### config.mk
export PLATFORM = sky130hd
export DESIGN_NAME = ps2_cmd_sequencer
export DESIGN_NICKNAME = d
export VERILOG_FILES = /design/src/rtl/ps2_pkg.sv /design/src/rtl/ps2_ack_timer.sv /design/src/rtl/ps2_cmd_sequencer.sv
export SDC_FILE = /design/constraint.sdc
export NUM_CORES = 1
export LEC_CHECK = 0
export BUFFER_PORTS_ARGS = -buffer_cell sky130_fd_sc_hd__buf_4
export CAP_MARGIN = 20
export CORE_UTILIZATION = 40
export CTS_BUF_LIST = sky130_fd_sc_hd__clkbuf_8
export CTS_CLUSTER_SIZE = 14
export DETAILED_ROUTE_END_ITERATION = 10
export HOLD_SLACK_MARGIN = 0.1
export PLACE_DENSITY = 0.63
export SYNTH_ARGS = -nofsm -noshare
export SYNTH_HDL_FRONTEND = slang
export SYNTH_SLANG_ARGS = --single-unit
### constraint.sdc
create_clock -name clk_sys -period 6 [get_ports clk_sys]
set_clock_uncertainty 0.05 [all_clocks]
set_input_delay 1.2 -clock clk_sys [delete_from_list [all_inputs] [get_ports clk_sys]]
set_output_delay 1.2 -clock clk_sys [all_outputs]
set_load 0.005 [all_outputs]
### src/rtl/ps2_pkg.sv
// Shared types and PS/2 protocol constants for the host-to-device command sequencer.
// The boot ROM contents live here so the sequencer can index them by position.
package ps2_pkg;

  typedef enum logic [2:0] {
    ST_IDLE,
    ST_BOOT,
    ST_LOAD,
    ST_WAIT_TX,
    ST_WAIT_ACK
  } state_t;

  localparam logic [7:0] PS2_CMD_RESET     = 8'hFF;
  localparam logic [7:0] PS2_CMD_STREAM_EN = 8'hF4;
  localparam logic [7:0] PS2_RSP_ACK       = 8'hFA;
  localparam logic [7:0] PS2_RSP_RESEND    = 8'hFE;
  localparam logic [7:0] PS2_RSP_ERR       = 8'hFC;
  localparam logic [7:0] PS2_RSP_BAT_OK    = 8'hAA;
  localparam logic [7:0] PS2_RSP_ID        = 8'h00;

  // send=0 entries only wait for a byte the device volunteers (BAT result, device ID)
  typedef struct packed {
    logic       send;
    logic [7:0] tx_byte;
    logic [7:0] rsp_byte;
  } boot_entry_t;

  localparam int BOOT_LEN = 4;

  function automatic boot_entry_t boot_rom(input logic [1:0] idx);
    boot_entry_t e;
    case (idx)
      2'd0:    e = {1'b1, PS2_CMD_RESET, PS2_RSP_ACK};
      2'd1:    e = {1'b0, 8'h00, PS2_RSP_BAT_OK};
      2'd2:    e = {1'b0, 8'h00, PS2_RSP_ID};
      default: e = {1'b1, PS2_CMD_STREAM_EN, PS2_RSP_ACK};
    endcase
    return e;
  endfunction

endpackage

### src/rtl/ps2_ack_timer.sv
// Loadable down-counter bounding the wait for a device response.
// expire is high while the count sits at zero; the count never wraps.
module ps2_ack_timer #(
  parameter int ACK_TO_CYC = 1_000_000
) (
  input  logic clk_sys,
  input  logic rst_n,
  input  logic load,
  input  logic run,
  output logic expire
);

  localparam int CW = $clog2(ACK_TO_CYC + 1);

  logic [CW-1:0] to_cnt;

  always_ff @(posedge clk_sys or negedge rst_n) begin
    if (!rst_n) begin
      to_cnt <= '0;
    end else if (load) begin
      to_cnt <= CW'(ACK_TO_CYC - 1);
    end else if (run && (to_cnt != '0)) begin
      to_cnt <= to_cnt - 1'b1;
    end
  end

  assign expire = (to_cnt == '0);

endmodule

### src/rtl/ps2_cmd_sequencer.sv
// PS/2 host command scheduler: send a byte, wait for ACK, retry on Resend/timeout.
// Define PS2_BOOT_INIT_EN to run the reset/enable boot sequence before accepting commands.
module ps2_cmd_sequencer
  import ps2_pkg::*;
#(
  parameter int ACK_TO_CYC = 1_000_000,
  parameter int MAX_RETRY  = 3
) (
  input  logic       clk_sys,
  input  logic       rst_n,
  input  logic       cmd_valid,
  input  logic [7:0] cmd_byte,
  output logic       cmd_ready,
  output logic       cmd_done,
  output logic       cmd_err,
  output logic       busy,
  output logic       tx_wr_en,
  output logic [7:0] tx_wr_data,
  input  logic       tx_wr_done,
  input  logic       rx_valid,
  input  logic [7:0] rx_data,
  output logic       init_done
);

`ifdef PS2_BOOT_INIT_EN
  localparam bit     BOOT_EN   = 1'b1;
  localparam state_t RST_STATE = ST_BOOT;
`else
  localparam bit     BOOT_EN   = 1'b0;
  localparam state_t RST_STATE = ST_IDLE;
`endif

  localparam int            RW        = (MAX_RETRY < 1) ? 1 : $clog2(MAX_RETRY + 1);
  localparam logic [RW-1:0] RETRY_LIM = RW'(MAX_RETRY);

  state_t        state_q, state_d;
  logic [7:0]    tx_byte_q, tx_byte_d;
  logic [RW-1:0] retry_q, retry_d;
  logic          done_q, done_d;
  logic          err_q, err_d;
  logic [1:0]    boot_idx_q, boot_idx_d;
  logic          init_q, init_d;
  logic          timer_load, timer_run, timer_expire;
  logic          boot_mode;
  boot_entry_t   entry;
  logic [7:0]    exp_rsp;
  logic          rsp_ok, rsp_retry, rsp_fail;

  assign boot_mode = BOOT_EN && !init_q;
  assign entry     = boot_rom(boot_idx_q);
  assign exp_rsp   = boot_mode ? entry.rsp_byte : PS2_RSP_ACK;

  ps2_ack_timer #(
    .ACK_TO_CYC(ACK_TO_CYC)
  ) u_ack_timer (
    .clk_sys (clk_sys),
    .rst_n   (rst_n),
    .load    (timer_load),
    .run     (timer_run),
    .expire  (timer_expire)
  );

  always_ff @(posedge clk_sys or negedge rst_n) begin
    if (!rst_n) begin
      state_q    <= RST_STATE;
      tx_byte_q  <= 8'h00;
      retry_q    <= '0;
      done_q     <= 1'b0;
      err_q      <= 1'b0;
      boot_idx_q <= '0;
      init_q     <= 1'b0;
    end else begin
      state_q    <= state_d;
      tx_byte_q  <= tx_byte_d;
      retry_q    <= retry_d;
      done_q     <= done_d;
      err_q      <= err_d;
      boot_idx_q <= boot_idx_d;
      init_q     <= init_d;
    end
  end

  always_comb begin
    state_d    = state_q;
    tx_byte_d  = tx_byte_q;
    retry_d    = retry_q;
    done_d     = 1'b0;
    err_d      = 1'b0;
    boot_idx_d = boot_idx_q;
    init_d     = init_q | !BOOT_EN;
    timer_load = 1'b0;
    timer_run  = 1'b0;
    tx_wr_en   = 1'b0;
    cmd_ready  = 1'b0;
    rsp_ok     = 1'b0;
    rsp_retry  = 1'b0;
    rsp_fail   = 1'b0;

    case (state_q)
      ST_IDLE: begin
        cmd_ready = init_q;
        if (cmd_valid && init_q) begin
          tx_byte_d = cmd_byte;
          retry_d   = '0;
          state_d   = ST_LOAD;
        end
      end
      ST_BOOT: begin
        retry_d = '0;
        if (entry.send) begin
          tx_byte_d = entry.tx_byte;
          state_d   = ST_LOAD;
        end else begin
          timer_load = 1'b1;
          state_d    = ST_WAIT_ACK;
        end
      end
      ST_LOAD: begin
        tx_wr_en = 1'b1;
        state_d  = ST_WAIT_TX;
      end
      ST_WAIT_TX: begin
        if (tx_wr_done) begin
          timer_load = 1'b1;
          state_d    = ST_WAIT_ACK;
        end
      end
      ST_WAIT_ACK: begin
        timer_run = 1'b1;
        // A byte arriving on the expiry cycle takes precedence over the timeout
        if (rx_valid) begin
          if (rx_data == exp_rsp)             rsp_ok    = 1'b1;
          else if (rx_data == PS2_RSP_RESEND) rsp_retry = 1'b1;
          else if (rx_data == PS2_RSP_ERR)    rsp_fail  = 1'b1;
        end else if (timer_expire) begin
          rsp_retry = 1'b1;
        end

        if (rsp_retry) begin
          if (retry_q < RETRY_LIM) begin
            retry_d = retry_q + 1'b1;
            if (boot_mode && !entry.send) timer_load = 1'b1;
            else                          state_d    = ST_LOAD;
          end else begin
            rsp_fail = 1'b1;
          end
        end

        if (rsp_ok) begin
          if (!boot_mode) begin
            done_d  = 1'b1;
            state_d = ST_IDLE;
          end else if (boot_idx_q == 2'(BOOT_LEN - 1)) begin
            init_d  = 1'b1;
            state_d = ST_IDLE;
          end else begin
            boot_idx_d = boot_idx_q + 1'b1;
            state_d    = ST_BOOT;
          end
        end

        // A failed boot step restarts the whole sequence from the reset command
        if (rsp_fail) begin
          err_d = 1'b1;
          if (boot_mode) begin
            boot_idx_d = '0;
            state_d    = ST_BOOT;
          end else begin
            state_d = ST_IDLE;
          end
        end
      end
      default: state_d = ST_IDLE;
    endcase
  end

  assign busy       = init_q && (state_q != ST_IDLE);
  assign cmd_done   = done_q;
  assign cmd_err    = err_q;
  assign tx_wr_data = tx_byte_q;
  assign init_done  = init_q;

endmodule
### Word-level counts from Yosys, hierarchy flattened

Cells that the tools add are included.

| storage, ports and cells | value |
|---|---|
| register bits | 36 |
| latch bits | 0 |
| memory bits (writable) | 0 |
| memory bits (read-only) | 0 |
| input bits | 21 |
| output and inout port bits | 14 |
| logic and storage cells | 75 |
| memories | 0 |

| operators by class | value |
|---|---|
| add/sub/neg operators | 2 |
| $mul | 0 |
| divide/modulo/power cells | 0 |
| $lt $le $gt $ge | 1 |
| eq/ne operators | 13 |
| shift operators | 0 |
| mux-type cells | 39 |
| bitwise operators | 0 |
| reductions and logical operators | 13 |

Operators by type and width:

| kind | count |
|---|---|
| $mux 20 | 2 |
| $eq 8x8->1 const B | 3 |
| $mux 1 | 24 |
| $logic_not 20->1 | 1 |
| $reduce_bool 20->1 | 1 |
| $sub 20x1->20 const B | 1 |
| $mux 3 | 6 |
| $pmux 8 s2 | 1 |
| $pmux 3 s5 | 1 |
| $mux 8 | 1 |
| $reduce_and 4->1 | 2 |
| $eq 3x2->1 const B | 2 |
| $mux 2 | 3 |
| $ne 2x2->1 const B | 3 |
| $pmux 2 s3 | 1 |
| $reduce_bool 3->1 | 2 |
| $ne 4x2->1 const B | 1 |
| $ne 4x3->1 const B | 1 |
| $reduce_bool 2->1 | 2 |
| $eq 3x1->1 const B | 1 |
| $eq 3x3->1 const B | 1 |
| $logic_and 1x1->1 | 3 |
| $logic_not 3->1 | 1 |
| $add 2x1->2 const B | 1 |
| other kinds (3) | 3 |

### Depth between registers and ports, before layout

Gate-level depths: netlist of run 1.

| logic depth | value |
|---|---|
| word-level depth | 10 |
| gate-level depth with buffers | 8 |
| mapped depth without buffers | 7 |

### By module

A second synthesis of run 1 with hierarchy kept.

| second synthesis, totals | value |
|---|---|
| cell total of the unflattened synthesis | 236 |
| area total of the unflattened synthesis | 2227.1 sq um |

Modules (own cells, without submodules):

| module | instances | cells each | area an instance (sq um) | seq. area each (sq um) |
|---|---|---|---|---|
| ps2_ack_timer | 1 | 140 | 1326.3 | 500.5 |
| ps2_cmd_sequencer | 1 | 96 | 900.9 | 400.4 |

### Worst setup path after synthesis of run 1

OpenSTA, ideal clock, no wires.

| path | value |
|---|---|
| kind | input to register |
| from | input rx_valid |
| to | register retry_q[0] |
| library setup time | 0.128 ns |
| arrival | 2.335 ns |
| data required time | 5.822 ns |
| path slack | 3.488 ns |
| stages | 5 |
| buffers on the path | 0 |
| cells stage by stage | nand4_1 nor3_1 nand3_1 a311oi_2 mux2_1 |

| on the way | value |
|---|---|
| cells in the longest elaborated chain, start to end | 4 |

Ends and longest elaborated chain:

| element | RTL line | RTL |
|---|---|---|
| from (decl) | ps2_cmd_sequencer.sv:20 | `input logic rx_valid,` |
| $mux 1 | ps2_cmd_sequencer.sv:131 | `if (rx_valid) begin` |
| $mux 1 | ps2_cmd_sequencer.sv:99 | `case (state_q)` |
| $ne 2x1->1 (no source line) | -- |  |
| $reduce_and 4->1 (no source line) | -- |  |
| to (signal assigned) | ps2_cmd_sequencer.sv:75 | `retry_q <= retry_d;` |
| to (decl) | ps2_cmd_sequencer.sv:38 | `logic [RW-1:0] retry_q, retry_d;` |

No other way between the ends. The select of a mux whose other input is x is not followed.
A chain may end at the register's enable or synchronous reset.

### Worst setup path after layout of run 1

| path | value |
|---|---|
| from | register u_ack_timer.to_cnt[11] |
| to | register retry_q[0] |

| on the way | value |
|---|---|
| cells in the longest elaborated chain, start to end | 6 |

Ends and longest elaborated chain:

| element | RTL line | RTL |
|---|---|---|
| from (decl) | ps2_ack_timer.sv:15 | `logic [CW-1:0] to_cnt;` |
| from (signal assigned) | ps2_ack_timer.sv:21 | `to_cnt <= CW'(ACK_TO_CYC - 1);` |
| from (signal assigned) | ps2_ack_timer.sv:23 | `to_cnt <= to_cnt - 1'b1;` |
| $logic_not 20->1 | ps2_ack_timer.sv:27 | `assign expire = (to_cnt == '0);` |
| $mux 1 | ps2_cmd_sequencer.sv:135 | `end else if (timer_expire) begin` |
| $mux 1 | ps2_cmd_sequencer.sv:131 |  |
| $mux 1 | ps2_cmd_sequencer.sv:99 |  |
| $ne 2x1->1 (no source line) | -- |  |
| $reduce_and 4->1 (no source line) | -- |  |

No other way between the ends. The select of a mux whose other input is x is not followed.

==> results of run 1 <==
## registers in the layout, indices dropped and copies added (netlist names)
name / cells
state_q: 3
cmd_done: 1
cmd_err: 1
tx_wr_data: 8
u_ack_timer.to_cnt: 20
retry_q: 2
init_done: 1
## cell type report
type	instances	area, sq um
clock buffers	5	68.8
clock inverters	3	42.5
fillers	413	2190
inverters	6	22.5
multi-input cells	155	926
flip-flops and latches	36	901
well taps	52	65.1
repair buffers	34	255
## kinds of logic after synthesis
| kind of cell | Yosys count | synth area share, % |
|---|---|---|
| other | 1 | 0.197 |
| DFF | 36 | 47.4 |
| xor gates and xnor gates | 14 | 6.45 |
| and+or+nand+nor | 108 | 29.2 |
| adders and majority gates | 3 | 1.97 |
| AOI/OAI and AO/OA | 25 | 8.68 |
| muxes | 4 | 2.17 |
| buffers and inverters | 16 | 3.95 |
## metrics by stage
stage,utilization [%],cell area (sq um),hold WS (ns),setup slack (ns)
2_1_floorplan,-,1900,0.420,3.49
3_3_place_gp,48.5,2170,0.432,3.11
3_5_place_dp,48.5,2170,0.433,3.03
4_1_cts,51.0,2280,0.453,3.01
5_1_grt,51.0,2280,0.468,2.75
6_report,51.0,2280,0.448,2.95
## critical path, stage by stage, from the launching register on
cell,delay (ns)
dfrtp_1,0.41
nor4_1,0.51
nand4_1,0.68
or3_1,0.60
a311oi_2,0.33
mux2_1,0.36
## routing by layer
layer,global-route usage [%],vias to the layer above,part of all wire (%)
li1,-,786,-
met1,23.1,746,48
met2,28.3,28,45
met3,4.70,6,4.9
met4,6.89,0,1.2
met5,0,-,0
## power by group
| group | total, uW | leakage [uW] | switching [uW] | internal, uW |
|---|---|---|---|---|
| registers | 336 | 0.000403 | 45.2 | 291 |
| clock network | 213 | 0.0000541 | 90.3 | 123 |
| logic | 230 | 0.000515 | 118 | 112 |
| total | 780 | 0.000972 | 254 | 526 |
## worst max path at each step
stage / end / slack (ns) / cells after the start
floorplan: retry_q[0] / 3.49 / 5
CTS: retry_q[0] / 3.01 / 5
finish: retry_q[0] / 2.95 / 5
detailed placement: retry_q[0] / 3.03 / 5
global placement: retry_q[0] / 3.11 / 5
global route: retry_q[0] / 2.75 / 5
## placed cells by master, fill, tap and decap left out, types with 3 or more instances in the layout
master / n
ha_1: 3
nor3_1: 6
or3_1: 4
dfrtp_1: 36
mux2i_1: 3
inv_1: 6
and2_1: 3
nand2_1: 33
o211ai_1: 4
nand4_1: 9
a21oi_1: 7
xor2_1: 13
nand3_1: 13
or4_1: 3
o21ai_0: 6
nor2_1: 18
clkbuf_8: 5
buf_4: 34
nor4_1: 3
==> impl_metrics.tcl, run 1 <==
set metrics [dict create \
    ir_drop_mv 0.106 \
    worst_r2r_startpoint "u_ack_timer.to_cnt[11]" \
    yosysWarningCount 0 \
    ios 35 \
    synthesis.area_sq_um 1900 \
    status "complete, but fails checks" \
    synth_seq_cells 36 \
    initial_antenna_violation_count 0 \
    hpwl_dp_mm 2.79 \
    r2r_cells 5 \
    post_cts_hold_buffer_count 0 \
    cts_resized 0 \
    syn2layout_area_growth_pct 19.9 \
    design.die.area_sq_um 5030 \
    violations "design-rule violations" \
    worstSetupEndpointType "flip-flop" \
    finalPower_uw 780 \
    syn_inst 207 \
    worst-slew-pin-transition_ns 0.722 \
    number_of_flops_mapped_to_enable_cells_by_yosys 0 \
    synthMostInstantiatedCell "dfrtp_1" \
    dpl.cell_count 283 \
    clock_sinks 36 \
    hold_path.class "reg -> reg" \
    globalRoute.totalOverflow 0 \
    antenna_cells_inserted 0 \
    postSynthNetCount 231 \
    cp-startpoint "u_ack_timer.to_cnt[11]" \
    worstReg2RegEnd "retry_q[0]" \
    hold_ep "tx_wr_data[0]" \
    async_flop_share_pct 100 \
    rows 24 \
    timing.final.setup_violations 0 \
    synth.largest_area_cell "dfrtp_1" \
    hold_violation_count_in_the_final_report 0 \
    power-per-cell-area_nw_per_um2 342 \
    drcViolationCount 7 \
    synth.cells.most_frequent "dfrtp_1 (36), nand2_1 (33), nor2_1 (18)" \
    rsz0062_at_grt "false" \
    die_h_microns 71.0 \
    finalWirelength_mm 3.93 \
    clock_tree_from_tritoncts "built" \
    timing.critical_path.fanout_max 18 \
    yosysSeqAreaShare_pct 47.4 \
    dr_total_vias 1566 \
    hold_depth 2 \
    p_leak_uw 0.000972 \
    syn_avg_cell_area_sq_um 9.19 \
    postSynth.topFlopCell "dfrtp_1" \
    yosys.cell_types.count 42 \
    max_cap_viol_count 0 \
    wire_per_inst_microns 13.5 \
    overall_routing_resource_usage_pct 17.7 \
    synth_top_area_share_pct 47.4 \
    startpoint_to_endpoint_class_of_the_critical_path "reg -> reg" \
    critPathArrivalTime_ns 3.18 \
    crit_path_start_kind "flip-flop" \
    dr.first_iter.drc_count 62 \
    drive_above_1_share_pct 20.1 \
    fp.dieW_microns 71.0 \
    ff2ff_setup_slack_ns 2.95 \
    buffer_ports.inserted 34 \
    timing.fmax_mhz 328 \
    post-cts-setup-buffers 0 \
    number_of_clock_buffers_inserted_by_tritoncts 5 \
    via_per_inst 5.38 \
    yosys-top-cells-area "dfrtp_1 (47%), nand2_1 (6.5%), xor2_1 (6.0%)" \
    grt_pass1_vias 1556 \
    timing.slew.headroom_pct 51.7 \
    drtPass1Iterations 8 \
    clock_latency_ns 0.29 \
    grt_max_degree 37 \
    cts-root-buf "clkbuf_8" \
    cts.htree.levels 2 \
    routabilityCongestion 0.813 \
    first_pass_grt_wire_length_mm 7.02 \
    max-clock-path-buffers 2 \
    final.min_clock_period_ns 3.05 \
    start_util_pct 42.5 \
    fin_setup_tns_ns 0 \
    finalMaxSlewViolations 0 \
    clk_pin_slew_ns 0.08 \
    final_nets 262 \
    period_share_pct 50.9 \
    core_area_sq_um 4470 \
    layoutNonFillerInstCount 291 \
    critical_path_required_ns 6.13 \
    hp-start "tx_wr_data[0]" \
    route.antenna.remaining_nets 0 \
]
(Power assumes the default switching activity.)
==> run 2, diff against run 1 <==
--- a/config.mk
+++ b/config.mk
@@ -5,6 +5,7 @@
 export SDC_FILE = /design/constraint.sdc
 export NUM_CORES = 1
 export LEC_CHECK = 0
+export ABC_AREA = 1
 export BUFFER_PORTS_ARGS = -buffer_cell sky130_fd_sc_hd__buf_4
 export CAP_MARGIN = 20
 export CORE_UTILIZATION = 40
@@ -12,7 +13,7 @@
 export CTS_CLUSTER_SIZE = 14
 export DETAILED_ROUTE_END_ITERATION = 10
 export HOLD_SLACK_MARGIN = 0.1
-export PLACE_DENSITY = 0.63
+export PLACE_DENSITY = 0.62
 export SYNTH_ARGS = -nofsm -noshare
 export SYNTH_HDL_FRONTEND = slang
 export SYNTH_SLANG_ARGS = --single-unit
==> constraint.sdc (replaced) <==
create_clock -name clk_sys -period 3.2 [get_ports clk_sys]
set_clock_uncertainty 0.05 [all_clocks]
set_input_delay 0.64 -clock clk_sys [delete_from_list [all_inputs] [get_ports clk_sys]]
set_output_delay 0.64 -clock clk_sys [all_outputs]
set_load 0.005 [all_outputs]
==> impl_metrics.tcl, run 2 <==
set metrics [dict create \
    synth_top_area_share_pct 42.9 \
    drive_above_1_share_pct 18.0 \
    hpwl_dp_mm 3.52 \
    fp.dieW_microns 74.4 \
    grt_max_degree 37 \
    first_pass_grt_wire_length_mm 8.17 \
    dpl.cell_count 376 \
    timing.fmax_mhz 520 \
    worstSetupEndpointType "output pin" \
    finalCoreUtilization_pct 51.6 \
    clk_pin_slew_ns 0.07 \
    timing.final.setup_violations 0 \
    grtUsageMet1_pct 27.8 \
    hold_violation_count_in_the_final_report 0 \
    start_util_pct 43.0 \
    yosys.cell_types.count 31 \
    groute.layer.met3.usage_pct 3.39 \
    yosys-top-cells-area "dfrtp_1 (43%), o21ai_0 (8.8%), nand2_1 (8.6%)" \
    period_share_pct 60.1 \
    hold_path.class "in -> async" \
    yosysSeqAreaShare_pct 42.9 \
    syn_avg_cell_area_sq_um 7.49 \
    layout.cells.most_common "nand2_1" \
    layoutNonFillerInstCount 384 \
    p_leak_uw 0.00117 \
    most_congested_layer_reported_by_global_routing "met2" \
    grt_pass1_vias 1755 \
    post_cts_hold_buffer_count 0 \
    buffer_ports.inserted 34 \
    clock_latency_ns 0.29 \
    core_area_sq_um 4880 \
    via_per_inst 4.78 \
    max_cap_viol_count 0 \
    cts-root-buf "clkbuf_8" \
    max_flop_register "u_ack_timer.to_cnt" \
    async_flop_share_pct 100 \
    rsz0062_at_grt "false" \
    clock_tree_from_tritoncts "built" \
    die_h_microns 74.4 \
    drcViolationCount 0 \
    antenna_cells_inserted 0 \
    rows 25 \
    globalRoute.totalOverflow 0 \
    post-cts-setup-buffers 0 \
    synthesis.area_sq_um 2100 \
    critPathArrivalTime_ns 1.23 \
    final_nets 340 \
    drtPass1Iterations 4 \
    number_of_flops_mapped_to_enable_cells_by_yosys 0 \
    finalWirelength_mm 4.66 \
    wire_per_inst_microns 12.1 \
    ir_drop_mv 0.343 \
    crit_path_start_kind "flip-flop" \
    ios 35 \
    number_of_clock_buffers_inserted_by_tritoncts 5 \
    cp-startpoint "state_q[1]" \
    most-common-layout-cells "nand2_1 (48), nor2_1 (42), inv_1 (37), o21ai_0 (37), dfrtp_1 (36)" \
    yosysWarningCount 0 \
    power-per-cell-area_nw_per_um2 736 \
    synthMostInstantiatedCell "nand2_1" \
    syn_inst 280 \
    synth.cells.most_frequent "nand2_1 (48), nor2_1 (42), inv_1 (37), o21ai_0 (37), dfrtp_1 (36)" \
    postSynthNetCount 304 \
    cts.htree.levels 2 \
    startpoint_to_endpoint_class_of_the_critical_path "reg -> out" \
    worst-slew-pin-transition_ns 0.832 \
    design.die.area_sq_um 5540 \
    dr_total_vias 1835 \
    route.antenna.remaining_nets 0 \
    status "finished, final reports clean" \
    final.min_clock_period_ns 1.92 \
    cts_resized 0 \
    timing.slew.headroom_pct 44.5 \
    finalPower_uw 1850 \
    clock_sinks 36 \
    overall_routing_resource_usage_pct 19.7 \
    finalMaxSlewViolations 0 \
    synth.largest_area_cell "dfrtp_1" \
    routabilityCongestion 0.847 \
    worst_r2r_startpoint "u_ack_timer.to_cnt[1]" \
    max-clock-path-buffers 2 \
    layout.filler_cells 496 \
    fin_setup_tns_ns 0 \
    initial_antenna_violation_count 0 \
    largest_register_ffs 20 \
    global_route.usage.met2_pct 29.9 \
    critical_path_required_ns 2.51 \
    synth_seq_cells 36 \
    timing.critical_path.fanout_max 5 \
    dr.first_iter.drc_count 92 \
    syn2layout_area_growth_pct 20.0 \
    postSynth.topFlopCell "dfrtp_1" \
]
[run 2: cell types whose count changed after synthesis, moves of 5 or more]
cell and delta:
inv_1 +31, nand4_1 -5, nor2_1 +24, nand2_1 +15
clkbuf_1 -6, o21ai_0 +31
[run 2: stage by stage]
stage	area (sq um)	hold slack, ns	setup slack (ns)
2_1_floorplan	2100	0.294	1.64
3_3_place_gp	2410	0.427	1.29
3_5_place_dp	2410	0.431	1.26
4_1_cts	2520	0.256	1.28
5_1_grt	2520	0.278	1.11
6_report	2520	0.238	1.28
[run 2: worst max-delay path: stages, from the launching register on]
cell	delay, ns
dfrtp_1	0.42
nor2_1	0.11
inv_1	0.09
nor2_1	0.13
nor2_1	0.06
buf_4	0.13
[run 2: cell type report]
class	instances	area, sq um	area share, %
Timing Repair Buffer	34	255	10.1
Sequential cell	36	901	35.8
Clock inverter	3	42.5	1.69
Tap cell	67	83.8	3.33
Inverter	41	156	6.21
Clock buffer	5	68.8	2.73
Multi-Input combinational cell	198	1010	40.1
[run 2: layer usage]
metal	share of wire (%)	routed length, microns
met1	49	2260
met2	45	2100
met3	4.8	222
met4	1.7	77
met5	0	0
[run 2: power breakdown]
group	switching, uW	internal (uW)	total, uW
Combinational	440	292	732
Sequential	116	600	716
Clock	175	231	406
Total	732	1120	1850
[run 2: cells by family after synthesis]
group / count (synthesis) / synth area share, %
other cells: 1 / 0.179
flops: 36 / 42.9
xor+xnor: 11 / 4.59
fa+ha+maj: 3 / 1.79
buf+inv: 46 / 8.88
simple gates: 127 / 27.5
compound gates: 56 / 14.1
[run 2: final timing paths]
kind                                               to  slack (ns)  cells past startpoint
worst max-delay path                             busy        1.28                      5
worst min-delay path            u_ack_timer.to_cnt[6]        0.24                      1
worst max register to register  u_ack_timer.to_cnt[1]        1.33                     10
worst min register to register             retry_q[1]        0.44                      2
max in group asynchronous                  state_q[0]        2.54                      1
min in group clk_sys                       retry_q[1]        0.44                      2
